==> src/rtl/posit_quire_accumulator_pkg.sv <==
// Width helpers and shared types for the posit dot-product quire accumulator.
// PositDef   : product field widths produced by the multiply-for-quire stage.
// QuireDef   : Kulisch quire sizing (integer and fraction sides).
// QuireAccDef: accumulator FSM state type and total quire width helper.

package PositDef;

  // Largest binary scale of a single posit: useed^(WIDTH-2) = 2^((WIDTH-2)*2^ES).
  function automatic int getMaxScale(input int width, input int es);
    return (width - 2) << es;
  endfunction

  // Signed product scale spans -2*maxScale .. +2*maxScale.
  function automatic int getExpProductBits(input int width, input int es);
    return $clog2(2 * getMaxScale(width, es) + 1) + 1;
  endfunction

  // Each significand is hidden bit plus WIDTH-ES-3 fraction bits; the product doubles that.
  function automatic int getFracProductBits(input int width, input int es);
    return 2 * (width - es - 2);
  endfunction

endpackage

package QuireDef;

  // Sign bit, one carry bit, the largest product scale, plus requested guard bits.
  function automatic int getNonFracBits(input int width, input int es, input int overflow,
                                        input int extra);
    return 2 * PositDef::getMaxScale(width, es) + 2 + overflow + extra;
  endfunction

  // Enough fraction bits to hold minpos*minpos exactly; guard bits only grow the integer side.
  function automatic int getFracBits(input int width, input int es, input int overflow);
    return 2 * PositDef::getMaxScale(width, es) + (overflow - overflow);
  endfunction

endpackage

package QuireAccDef;

  typedef enum logic [1:0] {
    ACCUM = 2'd0,
    DRAIN = 2'd1,
    HOLD  = 2'd2
  } accStateT;

  function automatic int getAccBits(input int width, input int es, input int overflow);
    return QuireDef::getNonFracBits(width, es, overflow, 0) +
           QuireDef::getFracBits(width, es, overflow);
  endfunction

endpackage

==> src/rtl/posit_quire_accumulator_align.sv <==
// QuireProductAlign: combinational stage-1 of the quire accumulator.
// Places abFrac x 2^abExp onto the quire grid (LSB weight 2^-ACC_FRAC), then
// applies the product sign and forces zero/NaR products to contribute nothing.

module QuireProductAlign #(
  parameter int EXP_BITS  = 6,
  parameter int FRAC_BITS = 10,
  parameter int ACC_FRAC  = 24,
  parameter int ACC_BITS  = 50
) (
  input  logic                       abIsInf,
  input  logic                       abIsZero,
  input  logic                       abSign,
  input  logic signed [EXP_BITS-1:0] abExp,
  input  logic [FRAC_BITS-1:0]       abFrac,
  output logic [ACC_BITS-1:0]        aligned
);

  // abFrac carries FRAC_BITS-2 fraction bits; the wide vector keeps them below the quire LSB
  // so that a right shift of the smallest scales is just a slice.
  localparam int WIDE_BITS  = ACC_BITS + FRAC_BITS - 2;
  localparam int SHIFT_BITS = $clog2(WIDE_BITS);

  logic [SHIFT_BITS-1:0] shiftAmt;
  logic [WIDE_BITS-1:0]  wide;
  logic [ACC_BITS-1:0]   mag;

  // Shift, slice to quire grid, negate and squash special products
  always_comb begin
    // NOTE: every output of this block is assigned before any branch, so no latch can form.
    shiftAmt = '0;
    wide     = '0;
    mag      = '0;
    aligned  = '0;
    // abExp >= -ACC_FRAC is guaranteed by quire sizing, so the shift is never negative.
    shiftAmt = SHIFT_BITS'(32'(abExp) + ACC_FRAC);
    wide     = WIDE_BITS'(abFrac) << shiftAmt;
    mag      = ACC_BITS'(wide >> (FRAC_BITS - 2));
    if (abIsZero || abIsInf) begin
      aligned = '0;
    end else if (abSign) begin
      aligned = -mag;
    end else begin
      aligned = mag;
    end
  end

endmodule

==> src/rtl/posit_quire_accumulator.sv <==
// posit_quire_accumulator: streaming Kulisch-quire dot-product accumulator.
// Stage 1 aligns each exact product onto the quire grid, stage 2 sums it into acc.
// An inLast-terminated sequence is drained, then held on a valid/ready output
// until the quire-to-posit stage takes it.
// Optional feature: define POSIT_QUIRE_OVERFLOW_DETECT_EN to add sticky signed
// overflow detection on stage 2 (outOverflow); otherwise outOverflow is tied 0.

module posit_quire_accumulator
  import QuireAccDef::*;
#(
  parameter int  WIDTH        = 8,
  parameter int  ES           = 1,
  parameter int  OVERFLOW     = 0,
  localparam int EXP_BITS     = PositDef::getExpProductBits(WIDTH, ES),
  localparam int FRAC_BITS    = PositDef::getFracProductBits(WIDTH, ES),
  localparam int ACC_NON_FRAC = QuireDef::getNonFracBits(WIDTH, ES, OVERFLOW, 0),
  localparam int ACC_FRAC     = QuireDef::getFracBits(WIDTH, ES, OVERFLOW),
  localparam int ACC_BITS     = ACC_NON_FRAC + ACC_FRAC
) (
  input  logic                       clock,
  input  logic                       reset,
  input  logic                       inValid,
  output logic                       inReady,
  input  logic                       inLast,
  input  logic                       abIsInf,
  input  logic                       abIsZero,
  input  logic                       abSign,
  input  logic signed [EXP_BITS-1:0] abExp,
  input  logic [FRAC_BITS-1:0]       abFrac,
  output logic                       outValid,
  input  logic                       outReady,
  output logic                       outIsInf,
  output logic [ACC_BITS-1:0]        outQuire,
  output logic                       outOverflow
);

  accStateT            state;
  logic                accept;
  logic                holdDone;
  logic [ACC_BITS-1:0] aligned;
  logic                s1Valid;
  logic                s1Last;
  logic                s1Inf;
  logic [ACC_BITS-1:0] s1Aligned;
  logic [ACC_BITS-1:0] acc;
  logic [ACC_BITS-1:0] accSum;
  logic                infSticky;

  assign accept   = inValid && inReady;
  assign holdDone = (state == HOLD) && outReady;
  assign accSum   = acc + s1Aligned;

  QuireProductAlign #(
    .EXP_BITS (EXP_BITS),
    .FRAC_BITS(FRAC_BITS),
    .ACC_FRAC (ACC_FRAC),
    .ACC_BITS (ACC_BITS)
  ) u_align (
    .abIsInf (abIsInf),
    .abIsZero(abIsZero),
    .abSign  (abSign),
    .abExp   (abExp),
    .abFrac  (abFrac),
    .aligned (aligned)
  );

  // Stage 1: register the aligned term with its valid, last and inf flags
  always_ff @(posedge clock) begin
    // NOTE: registers use <= so every flop samples the values that existed before the edge.
    if (reset) begin
      s1Valid <= 1'b0;
    end else begin
      s1Valid <= accept;
    end
    // NOTE: payload flops are qualified by s1Valid, so only the valid bit needs a reset.
    s1Last    <= inLast;
    s1Inf     <= abIsInf;
    s1Aligned <= aligned;
  end

  // Stage 2 and sequencing: accumulate terms, drain the last one, hold the result
  always_ff @(posedge clock) begin
    if (reset) begin
      state     <= ACCUM;
      inReady   <= 1'b1;
      outValid  <= 1'b0;
      acc       <= '0;
      infSticky <= 1'b0;
    end else begin
      if (s1Valid) begin
        acc       <= accSum;
        infSticky <= infSticky | s1Inf;
      end
      case (state)
        ACCUM: begin
          if (accept && inLast) begin
            state   <= DRAIN;
            inReady <= 1'b0;
          end
        end
        DRAIN: begin
          // The last term is summing on this edge, so acc is final when outValid rises.
          if (s1Valid && s1Last) begin
            state    <= HOLD;
            outValid <= 1'b1;
          end
        end
        HOLD: begin
          // No term can be in stage 1 here, so clearing acc cannot collide with an add.
          if (outReady) begin
            state     <= ACCUM;
            inReady   <= 1'b1;
            outValid  <= 1'b0;
            acc       <= '0;
            infSticky <= 1'b0;
          end
        end
        default: begin
          state    <= ACCUM;
          inReady  <= 1'b1;
          outValid <= 1'b0;
        end
      endcase
    end
  end

  assign outQuire = acc;
  assign outIsInf = infSticky;

`ifdef POSIT_QUIRE_OVERFLOW_DETECT_EN
  logic accOvf;
  logic ovfSticky;

  // Two's-complement overflow: operands agree in sign but the sum does not.
  assign accOvf = (acc[ACC_BITS-1] == s1Aligned[ACC_BITS-1]) &&
                  (accSum[ACC_BITS-1] != acc[ACC_BITS-1]);

  // Sticky overflow flag, cleared together with acc when the result is taken
  always_ff @(posedge clock) begin
    if (reset || holdDone) begin
      ovfSticky <= 1'b0;
    end else if (s1Valid && accOvf) begin
      ovfSticky <= 1'b1;
    end
  end

  assign outOverflow = ovfSticky;
`else
  assign outOverflow = 1'b0;
`endif

endmodule
==> config.mk <==
export PLATFORM = sky130hd
export DESIGN_NAME = posit_quire_accumulator
export DESIGN_NICKNAME = d
export VERILOG_FILES = /design/src/rtl/posit_quire_accumulator_pkg.sv /design/src/rtl/posit_quire_accumulator_align.sv /design/src/rtl/posit_quire_accumulator.sv
export SDC_FILE = /design/constraint.sdc
export NUM_CORES = 1
export LEC_CHECK = 0
export BUFFER_PORTS_ARGS = -buffer_cell sky130_fd_sc_hd__buf_2
export CORE_AREA = 5 5 177 179
export DETAILED_ROUTE_END_ITERATION = 8
export DIE_AREA = 0 0 182 184
export MAX_ROUTING_LAYER = met4
export PLACE_DENSITY = 0.41
export SKIP_CTS_REPAIR_TIMING = 1
export SLEW_MARGIN = 20
export SYNTH_ARGS = -nofsm -noshare
export SYNTH_HDL_FRONTEND = slang
export SYNTH_SLANG_ARGS = --single-unit
==> constraint.sdc <==
create_clock -name clock -period 5 [get_ports clock]
set_input_delay 0.25 -clock clock [delete_from_list [all_inputs] [get_ports clock]]
set_output_delay 0.25 -clock clock [all_outputs]
set_load 0.01 [all_outputs]
; ---- Yosys cells after proc, flatten, opt, wreduce, memory -nomap -nowiden
; Cells that the tools add are included.
[op_classes]
addsub = 3
eq_ne = 5
shifts = 1
mux = 17
bitwise_logic = 3
reduce_logical = 8
[ops]
columns = operator, count
row1 = two-way mux 50 bit, 4
row2 = left shift 10 x 6 -> 58 bit, 1
row3 = adder 50 bit, 1
row4 = negator 50 bit, 1
row5 = AND reduction 3 bit, 3
row6 = two-way mux 1 bit, 7
row7 = "adder 6 bit, second input constant", 1
row8 = two-way mux 2 bit, 3
row9 = "!= test 2 bit, second input constant", 3
row10 = case mux 1 bit (3 select lines), 2
row11 = case mux 2 bit (3 select lines), 1
row12 = logical AND 1 bit, 3
row13 = "== test 2 x 1 -> 1 bit, second input constant", 1
row14 = "== test 2 bit, second input constant", 1
row15 = zero test 2 bit, 1
row16 = inverter 1 bit, 2
row17 = logical OR 1 bit, 1
row18 = OR 1 bit, 1
[word_totals]
ff_bits = 108

; ---- Logic depth before layout (Yosys ltp)
[depth]
ltp_word = 4
ltp_mapped = 16
depth_no_buf = 14

; ---- Cells and area by module
; From an unflattened synthesis, not the netlist that was laid out.
[unflattened]
cells_unflattened = 1126
area_unflattened_um2 = 8812.2
[modules_own_cells]
columns = mod, instances, cells_per_inst, area_per_inst_um2
row1 = posit_quire_accumulator, 1, 662, 5920.7
row2 = QuireProductAlign, 1, 464, 2891.5

; ---- Worst setup path before layout
; Ideal clock, no wire load.
[synth_timing]
path_type = input-to-reg
startpoint = input port abExp[3]
endpoint = register s1Aligned[46]
t_arrival_ns = 3.397
required_ns = 4.872
path_slack_ns = 1.476
path_stages = 15
path_buffers = 4
cell_sequence = inv_1 > buf_1 > ha_1 > buf_1 > nor2_1 > clkbuf_1 > a31oi_1 > and4bb_1 > nand4_4 > or3b_4 > nand2b_4 > buf_6 > o41ai_4 > xnor2_1 > nor2_1
[synth_via]
elab_chain_cells = 4
[synth_lines]
columns = item, line
row1 = start: declaration, posit_quire_accumulator.sv:28  ; input logic signed [EXP_BITS-1:0] abExp,
row2 = adder 6 bit *, posit_quire_accumulator_align.sv:36  ; shiftAmt = SHIFT_BITS'(32'(abExp) + ACC_FRAC);
row3 = left shift 10 x 6 -> 58 bit *, posit_quire_accumulator_align.sv:37  ; wide = WIDE_BITS'(abFrac) << shiftAmt;
row4 = negator 50 bit, posit_quire_accumulator_align.sv:42  ; aligned = -mag;
row5 = two-way mux 50 bit *, posit_quire_accumulator_align.sv:41  ; end else if (abSign) begin
row6 = end signal: assignment, posit_quire_accumulator.sv:78  ; s1Aligned <= aligned;
row7 = end: declaration, posit_quire_accumulator.sv:44  ; logic [ACC_BITS-1:0] s1Aligned;
; Every way passes the cells marked *; elsewhere a longest branch is shown, timed or not.
; A chain may end at the register's enable or synchronous reset.

; ---- Final worst setup path
[layout_timing]
startpoint = input port abExp[0]
endpoint = register s1Aligned[43]
; The elaborated chain is that of the path after synthesis.

==> summary.txt <==
GRT
  – Global Route Usage Sum: 16.2%
  – Largest net degree at the start of global routing: 63
  – First-pass GRT wire length: 42500 um
  – Initial antenna violation count: 0
  – Vias in the first global route: 7507
  – Grt ovf: 0

Hold path
  – Hold WC Path Type: primary input to flip-flop

CTS
  – Worst skew pair latency: 0.37 ns
  – Clock sink count: 108
  – CTS H-tree depth: 3
  – Clock slew at reported path FFs: 0.08 ns
  – Longest Clk Path Bufs: 2
  – CTS tree: done
  – Total CTS buffers: 9
  – CTS root buffer: clkbuf_16

Pwr
  – VDD IR max: 0.164 mV
  – Pwr per Cell Area: 252 nW/um^2
  – Leak pwr: 4.30 nW

Job
  – # Max-Cap Violations: 0

Logic synthesis
  – YS warnings: 0
  – Main synth FF type: dfxtp_1
  – Synth unique cells: 80
  – Mean Syn Cell Area: 7.90 um^2
  – Number of flops mapped to enable cells by yosys: 0
  – Number of synthesized register bits: 108
  – Post-Synthesis Cells: 1069
  – Total standard cell area after synthesis: 8450 um^2
  – Sequential area share after synthesis: 25.6%
  – Asr flop ratio synth: 0%
  – Syn_nets: 1145

STA
  – RSZ-0062 raised after global routing: false
  – Setup TNS: 0 ns
  – Final setup vio count: 0
  – Max Freq: 250 MHz
  – Slew Viols, Final: 0
  – Worst slew pin tran: 1.05 ns
  – Hold Slack: 0.00791 ns
  – Tcrit/Tclk final: 80.1%
  – Final-report hold violation count: 0
  – Layout Skew: 0.0124 ns
  – Final min period: 4.00 ns
  – Relative slew slack: 30.3%

Floorplanning
  – Die Y: 184 um
  – DIE WIDTH: 182 um
  – Core ar.: 29400 um^2
  – Initial Util: 28.7%
  – Full die area: 33500 um^2
  – Row count: 63
  – Number of I/O pins: 78

Place
  – Port Buffers: 76
  – Hpwl dp: 20800 um
  – GPL Wtd Cong: 0.947

Finish
  – Area grow syn2layout: 12.2%
  – Inserted Diodes: 0
  – Nets@finish: 1188
  – Share of cells above drive strength 1: 12.9%

Critical path
  – Slowest CP cell: mux4_2
  – Worst-path cell chain: buf_2 -> mux4_2 -> mux2i_1 -> mux2i_1 -> nand2b_1 -> nor3_2 -> o211ai_2 -> or3_1 -> nand3b_4 -> o31ai_1 -> xor2_1 -> nor2_1
  – Crit path launch type: primary input
  – Max FO, Critical Path: 23
  – Worst path max stage delay: 0.58 ns
  – Capturing point of the worst reg2reg path: outQuire[44]
  – Worst R2R Setup Slack: 1.04 ns
  – Most Frequent Cell on Critical Path: mux2i_1
  – FF-to-FF Start: outQuire[0]
  – Number of cells on the worst reg-to-reg path: 15
  – Setup CP Type: primary input to flip-flop
  – Critical path endpoint category: flip-flop
  – Critical path endpoint: s1Aligned[43]
  – CP arrival: 4.23 ns
  – Critical Path Start: abExp[0]
  – CP required: 5.23 ns

Run status
  – Status: finished clean

Detailed routing
  – Initial drt markers: 591
  – Vias per inst: 5.12
  – Routed via count: 7709
  – Number of remaining DRC errors: 0
  – 1st-pass router iterations: 5
  – Drt wl/cell: 17.6 um
  – Total Wirelength: 26500 um
  – Number of routed nets with antenna violations: 0
## report_power, final
part | switching (mW) | leakage [nW] | internal (mW)
clock | 0.365 | 0.153 | 0.398
combinational | 0.434 | 3.27 | 0.258
sequential | 0.0311 | 0.879 | 0.903
total | 0.830 | 4.30 | 1.56
## worst min path at each step
stage | startpoint | slack, ns | cells after the start | to
floorplan | abIsInf | 0.28 | 0 | s1Inf
detailed placement | abIsInf | 0.38 | 1 | s1Inf
finish | abIsInf | 0.008 | 1 | s1Inf
global route | abIsInf | 0.004 | 1 | s1Inf
global placement | abIsInf | 0.38 | 1 | s1Inf
CTS | inLast | -0.01 | 1 | s1Last
## worst max-delay path: cells and delay by family
kind | cells | cell delay, ns
and+or+nand+nor | 5 | 1.55
muxes | 3 | 1.30
AOI/OAI and AO/OA | 2 | 0.52
buffers and inverters | 1 | 0.43
xor gates and xnor gates | 1 | 0.18
## layout make-up
cell class	instances	area, um^2
flip-flops and latches	108	2160
fillers	3196	19900
clock buffers	9	225
multi-input cells	880	5940
inverters	22	82.6
well taps	390	488
repair buffers	91	495
clock inverters	7	81.3
## logic make-up (layout without fill, tap and decap cells)
kind of cell	after synthesis	count (layout)	share of synthesized area (%)
compound gates	305	305	23.8
xor+xnor	79	79	8.19
fa+ha+maj	52	52	7.79
buf+inv	81	129	4.09
flops	108	108	25.6
mux	72	72	10.2
other cells	1	1	0.0444
simple gates	371	371	20.3
## per-stage QoR
step | instance area (um^2) | std cells | util (%) | setup WS (ns) | power [mW]
after global placement | 9160 | 1490 | 31.2 | 0.771 | 1.65
after floorplan | 8450 | 1069 | - | 1.48 | 1.46
final | 9480 | 1507 | 32.2 | 0.996 | 2.39
after detailed placement | 9160 | 1490 | 31.2 | 0.672 | 1.65
after global routing | 9480 | 1507 | 32.2 | 0.617 | 2.54
after CTS | 9470 | 1506 | 32.2 | 1.01 | 2.42
## routing by layer
layer  part of all wire, %  track usage (%)  vias to the layer above
met4                   1.7             4.32                        0
li1                      -                -                     3945
met2                    44             24.9                      169
met3                   3.5             2.16                       23
met1                    51             22.6                     3572
met5                     0                -                        -
## layout by cell type (no fill, tap or decap), types with 7 or more instances in the layout
| cell | Yosys | layout |
|---|---|---|
| nand2b_1 | 11 | 11 |
| and2_1 | 8 | 8 |
| buf_4 | 1 | 14 |
| o21a_1 | 12 | 12 |
| mux2_2 | 8 | 8 |
| nor2_1 | 140 | 140 |
| dfxtp_1 | 108 | 107 |
| mux2i_1 | 52 | 52 |
| and3_1 | 9 | 9 |
| buf_2 | 6 | 76 |
| a21o_1 | 42 | 42 |
| xor2_1 | 34 | 34 |
| o21ai_0 | 58 | 58 |
| nor3_1 | 20 | 20 |
| ha_1 | 51 | 51 |
| a211oi_1 | 8 | 8 |
| o22ai_1 | 16 | 16 |
| a21oi_1 | 80 | 80 |
| nand3_1 | 28 | 28 |
| o21bai_1 | 7 | 7 |
| nor2b_1 | 10 | 10 |
| nand2_1 | 109 | 109 |
| inv_1 | 21 | 21 |
| clkbuf_16 | 0 | 9 |
| o31ai_1 | 15 | 15 |
| xnor2_1 | 45 | 45 |
| a31oi_1 | 12 | 12 |
| mux4_2 | 9 | 9 |
| nand4_1 | 11 | 11 |
| o21ai_1 | 8 | 8 |
## cell usage after synthesis, drive strengths merged, types with 3 or more instances
cell	number	area share (%)
nor2b	10	0.74
mux4	9	2.4
mux2i	53	6.4
xor2	34	3.5
a31oi	12	0.89
clkbuf	37	1.6
ha	51	7.6
o21bai	7	0.62
xnor2	45	4.7
dfxtp	108	26
o41ai	6	1.2
and2	8	0.59
o22ai	16	1.2
o32a	3	0.36
o21a	12	1.1
nand4	12	1.1
a21oi	80	4.7
or2	4	0.30
and4	3	0.31
nand2	109	4.8
o31ai	15	1.3
a211oi	8	0.71
o21ai	66	3.9
nor3	21	1.3
o22a	3	0.31
buf	22	1.5
and3	9	0.67
a211o	5	0.52
a22oi	4	0.36
nand3	28	1.7
or3	4	0.30
mux2	10	1.4
o211ai	3	0.33
nor2	140	6.2
nand2b	12	0.98
inv	21	0.93
a21o	42	3.7
Note: power is estimated with default switching activity, not from simulation.
